## src/rtl/result_display_sequencer.sv

```systemverilog
// Captures the four butterfly result words and steps through them on the board
// display, advancing on each debounced low-then-high cycle of the ReadyIn switch.
module result_display_sequencer #(
    parameter int WIDTH           = 8,
    parameter int DEBOUNCE_CYCLES = 4
) (
    input  logic             Clock,
    input  logic             nReset,
    input  logic             ReadyIn,
    input  logic             results_valid,
    input  logic [WIDTH-1:0] re_y,
    input  logic [WIDTH-1:0] im_y,
    input  logic [WIDTH-1:0] re_z,
    input  logic [WIDTH-1:0] im_z,
    output logic [WIDTH-1:0] display_word,
    output logic [1:0]       word_sel,
    output logic             disp_valid,
    output logic             busy,
    output logic             seq_done
);

    localparam int              CNT_W   = (DEBOUNCE_CYCLES > 1) ? $clog2(DEBOUNCE_CYCLES) : 1;
    localparam logic [CNT_W-1:0] DB_LAST = CNT_W'(DEBOUNCE_CYCLES - 1);

    typedef enum logic [1:0] {
        IDLE  = 2'd0,
        ARM   = 2'd1,
        WAIT1 = 2'd2,
        SHOW  = 2'd3
    } state_t;

    logic             sync_p0;
    logic             sync_p1;
    logic             rdy_db;
    logic [CNT_W-1:0] db_cnt;

    state_t           state;
    state_t           state_nxt;
    logic [1:0]       idx;
    logic [1:0]       idx_nxt;
    logic             capture;
    logic [WIDTH-1:0] word_q [4];

    logic [WIDTH-1:0] display_nxt;
    logic             disp_valid_nxt;
    logic             busy_nxt;
    logic             seq_done_nxt;

    // Stage p0/p1: two-flop synchronizer for the asynchronous slide switch
    always_ff @(posedge Clock or negedge nReset) begin
        if (!nReset) begin
            sync_p0 <= 1'b0;
            sync_p1 <= 1'b0;
        end else begin
            sync_p0 <= ReadyIn;
            sync_p1 <= sync_p0;
        end
    end

    // Debounce: a new level must persist for DEBOUNCE_CYCLES consecutive cycles
    always_ff @(posedge Clock or negedge nReset) begin
        if (!nReset) begin
            rdy_db <= 1'b0;
            db_cnt <= '0;
        end else if (sync_p1 == rdy_db) begin
            db_cnt <= '0;
        end else if (db_cnt == DB_LAST) begin
            rdy_db <= sync_p1;
            db_cnt <= '0;
        end else begin
            db_cnt <= db_cnt + 1'b1;
        end
    end

    always_ff @(posedge Clock or negedge nReset) begin
        if (!nReset) begin
            state <= IDLE;
            idx   <= 2'd0;
        end else begin
            state <= state_nxt;
            idx   <= idx_nxt;
        end
    end

    always_comb begin
        state_nxt    = state;
        idx_nxt      = idx;
        capture      = 1'b0;
        seq_done_nxt = 1'b0;

        case (state)
            IDLE: begin
                if (results_valid) begin
                    capture   = 1'b1;
                    idx_nxt   = 2'd0;
                    state_nxt = ARM;
                end
            end
            // The switch must be seen low before the first word, even if it was already high
            ARM: begin
                if (!rdy_db) begin
                    state_nxt = WAIT1;
                end
            end
            WAIT1: begin
                if (rdy_db) begin
                    state_nxt = SHOW;
                end
            end
            SHOW: begin
                if (!rdy_db) begin
                    if (idx == 2'd3) begin
                        seq_done_nxt = 1'b1;
                        idx_nxt      = 2'd0;
                        state_nxt    = IDLE;
                    end else begin
                        idx_nxt   = idx + 2'd1;
                        state_nxt = WAIT1;
                    end
                end
            end
            default: begin
                idx_nxt   = 2'd0;
                state_nxt = IDLE;
            end
        endcase

        // Outputs are registered from the next state so they change on the same edge
        disp_valid_nxt = (state_nxt == SHOW);
        busy_nxt       = (state_nxt != IDLE);
        display_nxt    = disp_valid_nxt ? word_q[idx_nxt] : '0;
    end

    always_ff @(posedge Clock or negedge nReset) begin
        if (!nReset) begin
            for (int i = 0; i < 4; i++) begin
                word_q[i] <= '0;
            end
        end else if (capture) begin
            word_q[0] <= re_y;
            word_q[1] <= im_y;
            word_q[2] <= re_z;
            word_q[3] <= im_z;
        end
    end

    always_ff @(posedge Clock or negedge nReset) begin
        if (!nReset) begin
            display_word <= '0;
            word_sel     <= 2'd0;
            disp_valid   <= 1'b0;
            busy         <= 1'b0;
            seq_done     <= 1'b0;
        end else begin
            display_word <= display_nxt;
            word_sel     <= idx_nxt;
            disp_valid   <= disp_valid_nxt;
            busy         <= busy_nxt;
            seq_done     <= seq_done_nxt;
        end
    end

endmodule

```

## config.mk

```make
export PLATFORM = sky130hd
export DESIGN_NAME = result_display_sequencer
export DESIGN_NICKNAME = d
export VERILOG_FILES = /design/src/rtl/result_display_sequencer.sv
export SDC_FILE = /design/constraint.sdc
export NUM_CORES = 1
export LEC_CHECK = 0
export BUFFER_PORTS_ARGS = -buffer_cell sky130_fd_sc_hd__buf_4
export CORE_ASPECT_RATIO = 1.1
export CORE_MARGIN = 8
export CORE_UTILIZATION = 37
export CTS_CLUSTER_SIZE = 24
export DETAILED_ROUTE_END_ITERATION = 10
export HOLD_SLACK_MARGIN = 0.02
export PLACE_DENSITY_LB_ADDON = 0.3
export SLEW_MARGIN = 20
export SYNTH_ARGS = -nofsm -noshare
export SYNTH_HDL_FRONTEND = slang
export SYNTH_SLANG_ARGS = --single-unit
```

## constraint.sdc

```tcl
create_clock -name Clock -period 1.76 [get_ports Clock]
set_input_delay 0.352 -clock Clock [delete_from_list [all_inputs] [get_ports Clock]]
set_output_delay 0.352 -clock Clock [all_outputs]
set_load 0.05 [all_outputs]
```

**After elaboration in Yosys (flattened, before gate mapping)**

Index checks and enable logic that the tools add are counted.

- Register bits: 52
- Input port bits: 36

- Add/sub/neg operators: 2
- Muxes and demuxes: 21
- Reduce and logical (&&, ||, !) cells: 3
- $lt $le $gt $ge: 1
- Bitwise gates (word level): 2
- Eq/ne operators: 7

Operators with widths:

| operator | count |
|---|---|
| $mux 8 | 3 |
| $mux 2 | 10 |
| $bmux 8 s2 | 1 |
| $eq 2x2->1 const B | 5 |
| $pmux 2 s4 | 1 |
| $mux 1 | 5 |
| $add 2x1->2 const B | 2 |
| $pmux 2 s2 | 1 |
| $ge 3x3->1 const B | 1 |
| $not 2->3 | 1 |
| $eq 2x1->1 const B | 1 |
| $logic_not 2->1 | 1 |
| $reduce_and 2->1 | 1 |
| $reduce_bool 2->1 | 1 |
| $eq 1x1->1 | 1 |
| $not 1->1 | 1 |

**Logic depth before layout (Yosys ltp)**

- Depth after elaboration: 9
- Gate-level depth with buffers: 9
- Depth with buffers taken out: 8

**Least setup slack after synthesis**

OpenSTA, ideal clock, no wires.

- Path type: reg2reg
- From: register state[1]
- To: register display_word[0]
- Setup slack: -0.015 ns
- Arrival: 1.648 ns
- Clock period less this slack: 1.775 ns
- Stages on the path, launching flop included: 10
- Setup time: 0.128 ns
- Cells stage by stage: dfrtp_1 > inv_1 > ha_1 > nor3_1 > a21o_1 > a22o_1 > buf_6 > buf_6 > mux2i_1 > o22ai_1

- Longest elaborated chain between the ends: 7
- Elaborated cells between the ends (all ways): 16
- Those cells by class: 4 x eq/ne; 10 x mux; 1 x bitwise; 1 x reduce/logical

RTL lines:

| what | RTL line | RTL |
|---|---|---|
| from (decl) | 37 | `state_t state;` |
| from (signal assigned) | 80 | `state <= state_nxt;` |
| $eq 2x2->1 / $logic_not 2->1 (equally long branches) | 91 | `case (state)` |
| $pmux 2 s2 (*) | 91 |  |
| net idx_nxt[0] | 40 | `logic [1:0] idx_nxt;` |
| $not 2->3 (not written as such) (*) | 131 | `display_nxt = disp_valid_nxt ? word_q[idx_nxt] : '0;` |
| $bmux 8 s2 (*) | 131 |  |
| $mux 8 (not written as such) (*) (2 in a row) | 131 |  |
| $mux 8 (*) | 131 |  |
| net display_nxt[0] | 44 | `logic [WIDTH-1:0] display_nxt;` |
| to (signal assigned) | 155 | `display_word <= display_nxt;` |
| to (decl) | 15 | `output logic [WIDTH-1:0] display_word,` |

Mark *: on every way through the listed nets, which the timed path passes. The rest lies on a longest branch. The select of a mux whose other input is x is not followed.
A chain may end at the register's enable or synchronous reset.

**Final worst setup path**

- From: register state[0]
- To: register display_word[0]

- Longest elaborated chain between the ends: 7
- Elaborated cells between the ends (all ways): 16
- Those cells by class: 4 x eq/ne; 10 x mux; 1 x bitwise; 1 x reduce/logical

RTL lines:

| what | RTL line |
|---|---|
| $eq 2x2->1 / $logic_not 2->1 (equally long branches) | 91 |
| $pmux 2 s2 | 91 |
| $not 2->3 (not written as such) | 131 |
| $bmux 8 s2 | 131 |
| $mux 8 (not written as such) (2 in a row) | 131 |
| $mux 8 (*) | 131 |
| net display_nxt[0] | 44 |

Marked as above.

==> metrics.yaml <==
p_leak_nw: 1.312
outcome: "complete, no violations"
synthDistinctLibCells: 25
netlist_area_um2: 2226
rows: 29
clock-sinks: 52
place_congestion: 0.7458
cts_buffers: 5
post_drt_wl_per_cell_um: 15.60
cts_root_buffer: "clkbuf_8"
slew_headroom_pct: 56.67
wl_mm: 4.523
die_y_um: 97.35
cpMaxStageDelayCell: "dfrtp_1"
route.vias.total: 1380
worst_pin_slew_ns: 0.6499
h-tree-depth: 2
fin_area_um2: 2938
track_usage_pct: 10.09
crit_path_end_kind: "flip-flop"
max_freq_mhz: 575.9
rsz0062_at_grt: "true"
antenna_cells: 0
pwr_density_cell_nw_per_um2: 1773
pin_count: 49
syn_nets: 196
cp-start-kind: "flip-flop"
antenna_found_initial: 0
setup_viol: 0
cp_slowest_stage_delay_ns: 0.40
hold_viol: 0
clockBufferDepth: 2
finalClockSkew_ns: 0.007217
fin_crit_sh_pct: 98.65
grt_overflow: 0
synth_top_area_cell: "dfrtp_1"
insertion_delay_ns: 0.30
drt_iter0_drc: 40
crit_path_cell_trace: "inv_2 -> ha_4 -> a21o_1 -> a22o_4 -> buf_12 -> mux2i_4 -> o22ai_1"
multi_input_area_um2: 949.7
dpl.hpwl_mm: 3.204
die-area_um2: 8756
worstHoldPathType: "input port to asynchronous set/reset pin"
ys_warn_count: 0
final-seq-area_um2: 1304
vias_per_cell: 4.759
drive_gt1_share_pct: 53.99
port_buffers: 48
finalCriticalPeriod_ns: 1.736
worstPathRequired_ns: 1.98
path_clk_slew_ns: 0.09
place_ws_ns: -0.06374
cts_tree: "yes"
grt_max_degree: 53
drcViolationCount: 0
path_class: "flip-flop to flip-flop"
met3_usage_pct: 3.555
core-area_um2: 5806
syn_to_final_growth_pct: 31.98
die_w_um: 89.95
grt_pass1_vias: 1494
drt_first_pass_iters: 2
syn_inst: 154
fillers: 541
grt_pass1_wl_mm: 7.314
nNetsFinal: 254
irDropWorstVdd_mv: 0.7580
yosysTopAreaCellShare_pct: 58.46
initial_core_util_pct: 38.34
use_met2_pct: 15.93
top_usage_layer: "met2"
max_cap_violations: 0
grt_use_met1_pct: 12.46
ant_nets: 0
path_max_fanout: 9
arrival_ns: 1.96
dpl_cell_area_um2: 2703
avgSynthCellArea_um2: 14.45
ys_seq_area_share_pct: 58.46
slew_violations: 0
synth_seq_cells: 52
ys_top_cells_by_area: "dfrtp_1 (58%), mux2_2 (17%), mux2i_1 (7.2%), ha_1 (3.4%), o22ai_1 (2.2%)"
setup_slack_ns: 0.02373
hold_ws_ns: 0.07010
-- cell usage in the layout, fill, tap and decap left out, types with 2 or more instances in the layout --
cell type   n
buf_4      55
dfrtp_1    50
mux2_2     33
mux2i_1    14
o22ai_1     8
clkbuf_8    5
inv_2       3
nor2_1      3
o21ai_0     3
ha_1        3
nand2_1     2
inv_1       2
nand2b_1    2
and2_1      2
a21o_1      2
nand3_4     2
nor3b_1     2
ha_4        2
dfrtp_2     2
-- logic make-up (layout without fill, tap and decap cells) --
| kind of cell | Yosys count | after routing | synth area share [%] |
|---|---|---|---|
| AND/OR/NAND/NOR | 16 | 16 | 4.384 |
| adder cells (fa/ha/maj) | 6 | 6 | 3.373 |
| XOR/XNOR | 1 | 1 | 0.3936 |
| buffers and inverters | 11 | 70 | 2.867 |
| flip-flops | 52 | 52 | 58.46 |
| AO/OA/AOI/OAI | 19 | 19 | 6.633 |
| multiplexers | 49 | 49 | 23.89 |
-- per-layer routing --
metal | part of all wire (%) | wire, µm | up-vias
met2 | 49 | 2208 | 31
met4 | 1.2 | 55 | 0
li1 | - | - | 663
met5 | 0 | 0 | -
met3 | 5.0 | 228 | 6
met1 | 45 | 2031 | 680
-- where the power goes --
group | internal, mW | switching [mW]
combinational | 1.20 | 1.17
clock | 0.430 | 0.378
sequential | 1.72 | 0.312
total | 3.35 | 1.86
-- per-stage QoR --
step | utilization, % | setup TNS [ns] | cells | total power [mW]
after floorplan | - | 0 | 154 | 3.580
after global placement | 46.55 | 0 | 278 | 4.086
after detailed placement | 46.55 | -0.2945 | 278 | 4.145
after CTS | 48.94 | 0 | 287 | 5.043
after global routing | 50.60 | -0.2011 | 290 | 5.538
final | 50.60 | 0 | 290 | 5.209
-- flip-flops by register name, summed over array words and instances, names as in the netlist, 2 cells and up --
| signal | count |
|---|---|
| word_q | 32 |
| display_word | 8 |
| db_cnt | 2 |
| state | 2 |
| word_sel | 2 |
-- what timing repair did --
action / 4_1_cts / 5_1_grt
pin swaps: 2 / 4
buffers inserted: 1 / 2
resized for setup: 4 / 11
hold buffers: 0 / 0
setup endpoints to repair: 8 / 9
gates cloned: 0 / 1
-- path summary, 6_finish.rpt --
path,from,to,slack [ns],cells after the start
max reg2reg,state[0]$_DFF_PN0_,display_word[0]$_DFF_PN0_,0.02,7
max,state[0]$_DFF_PN0_,display_word[0]$_DFF_PN0_,0.02,7
max in group asynchronous,nReset,word_sel[0]$_DFF_PN0_,1.22,1
min in group Clock,ReadyIn,sync_p0$_DFF_PN0_,0.16,1
min,nReset,word_q[9]$_DFFE_PN0P_,0.07,1
min reg2reg,sync_p0$_DFF_PN0_,sync_p1$_DFF_PN0_,0.35,0
-- critical path: cells and delay by family, from the launching register on --
family,cells,cell delay (ns)
AOI/OAI and AO/OA,3,0.61
adders and majority gates,1,0.21
buffers and inverters,2,0.25
DFF,1,0.40
muxes,1,0.18
-- synthesized netlist by cell type --
master	count
a21o_1	2
a22o_1	2
a22oi_1	1
a31oi_4	1
a32oi_2	1
and2_1	2
buf_2	3
buf_4	1
buf_6	2
dfrtp_1	52
ha_1	6
inv_1	5
mux2_2	33
mux2i_1	16
nand2_1	2
nand2b_1	2
nand3_2	2
nand3b_1	1
nor2_1	3
nor3_1	1
nor3b_1	2
o21ai_0	4
o22ai_1	8
or2_2	1
xor2_1	1
-- area by class of cell --
class | instances | area share (%)
inverters | 5 | 0.6388
multi-input cells | 91 | 32.33
well taps | 77 | 3.279
clock buffers | 6 | 2.470
clock inverters | 2 | 1.320
repair buffers | 57 | 15.59
flip-flops and latches | 52 | 44.38
No activity file was read; power rests on OpenSTA's default activity.
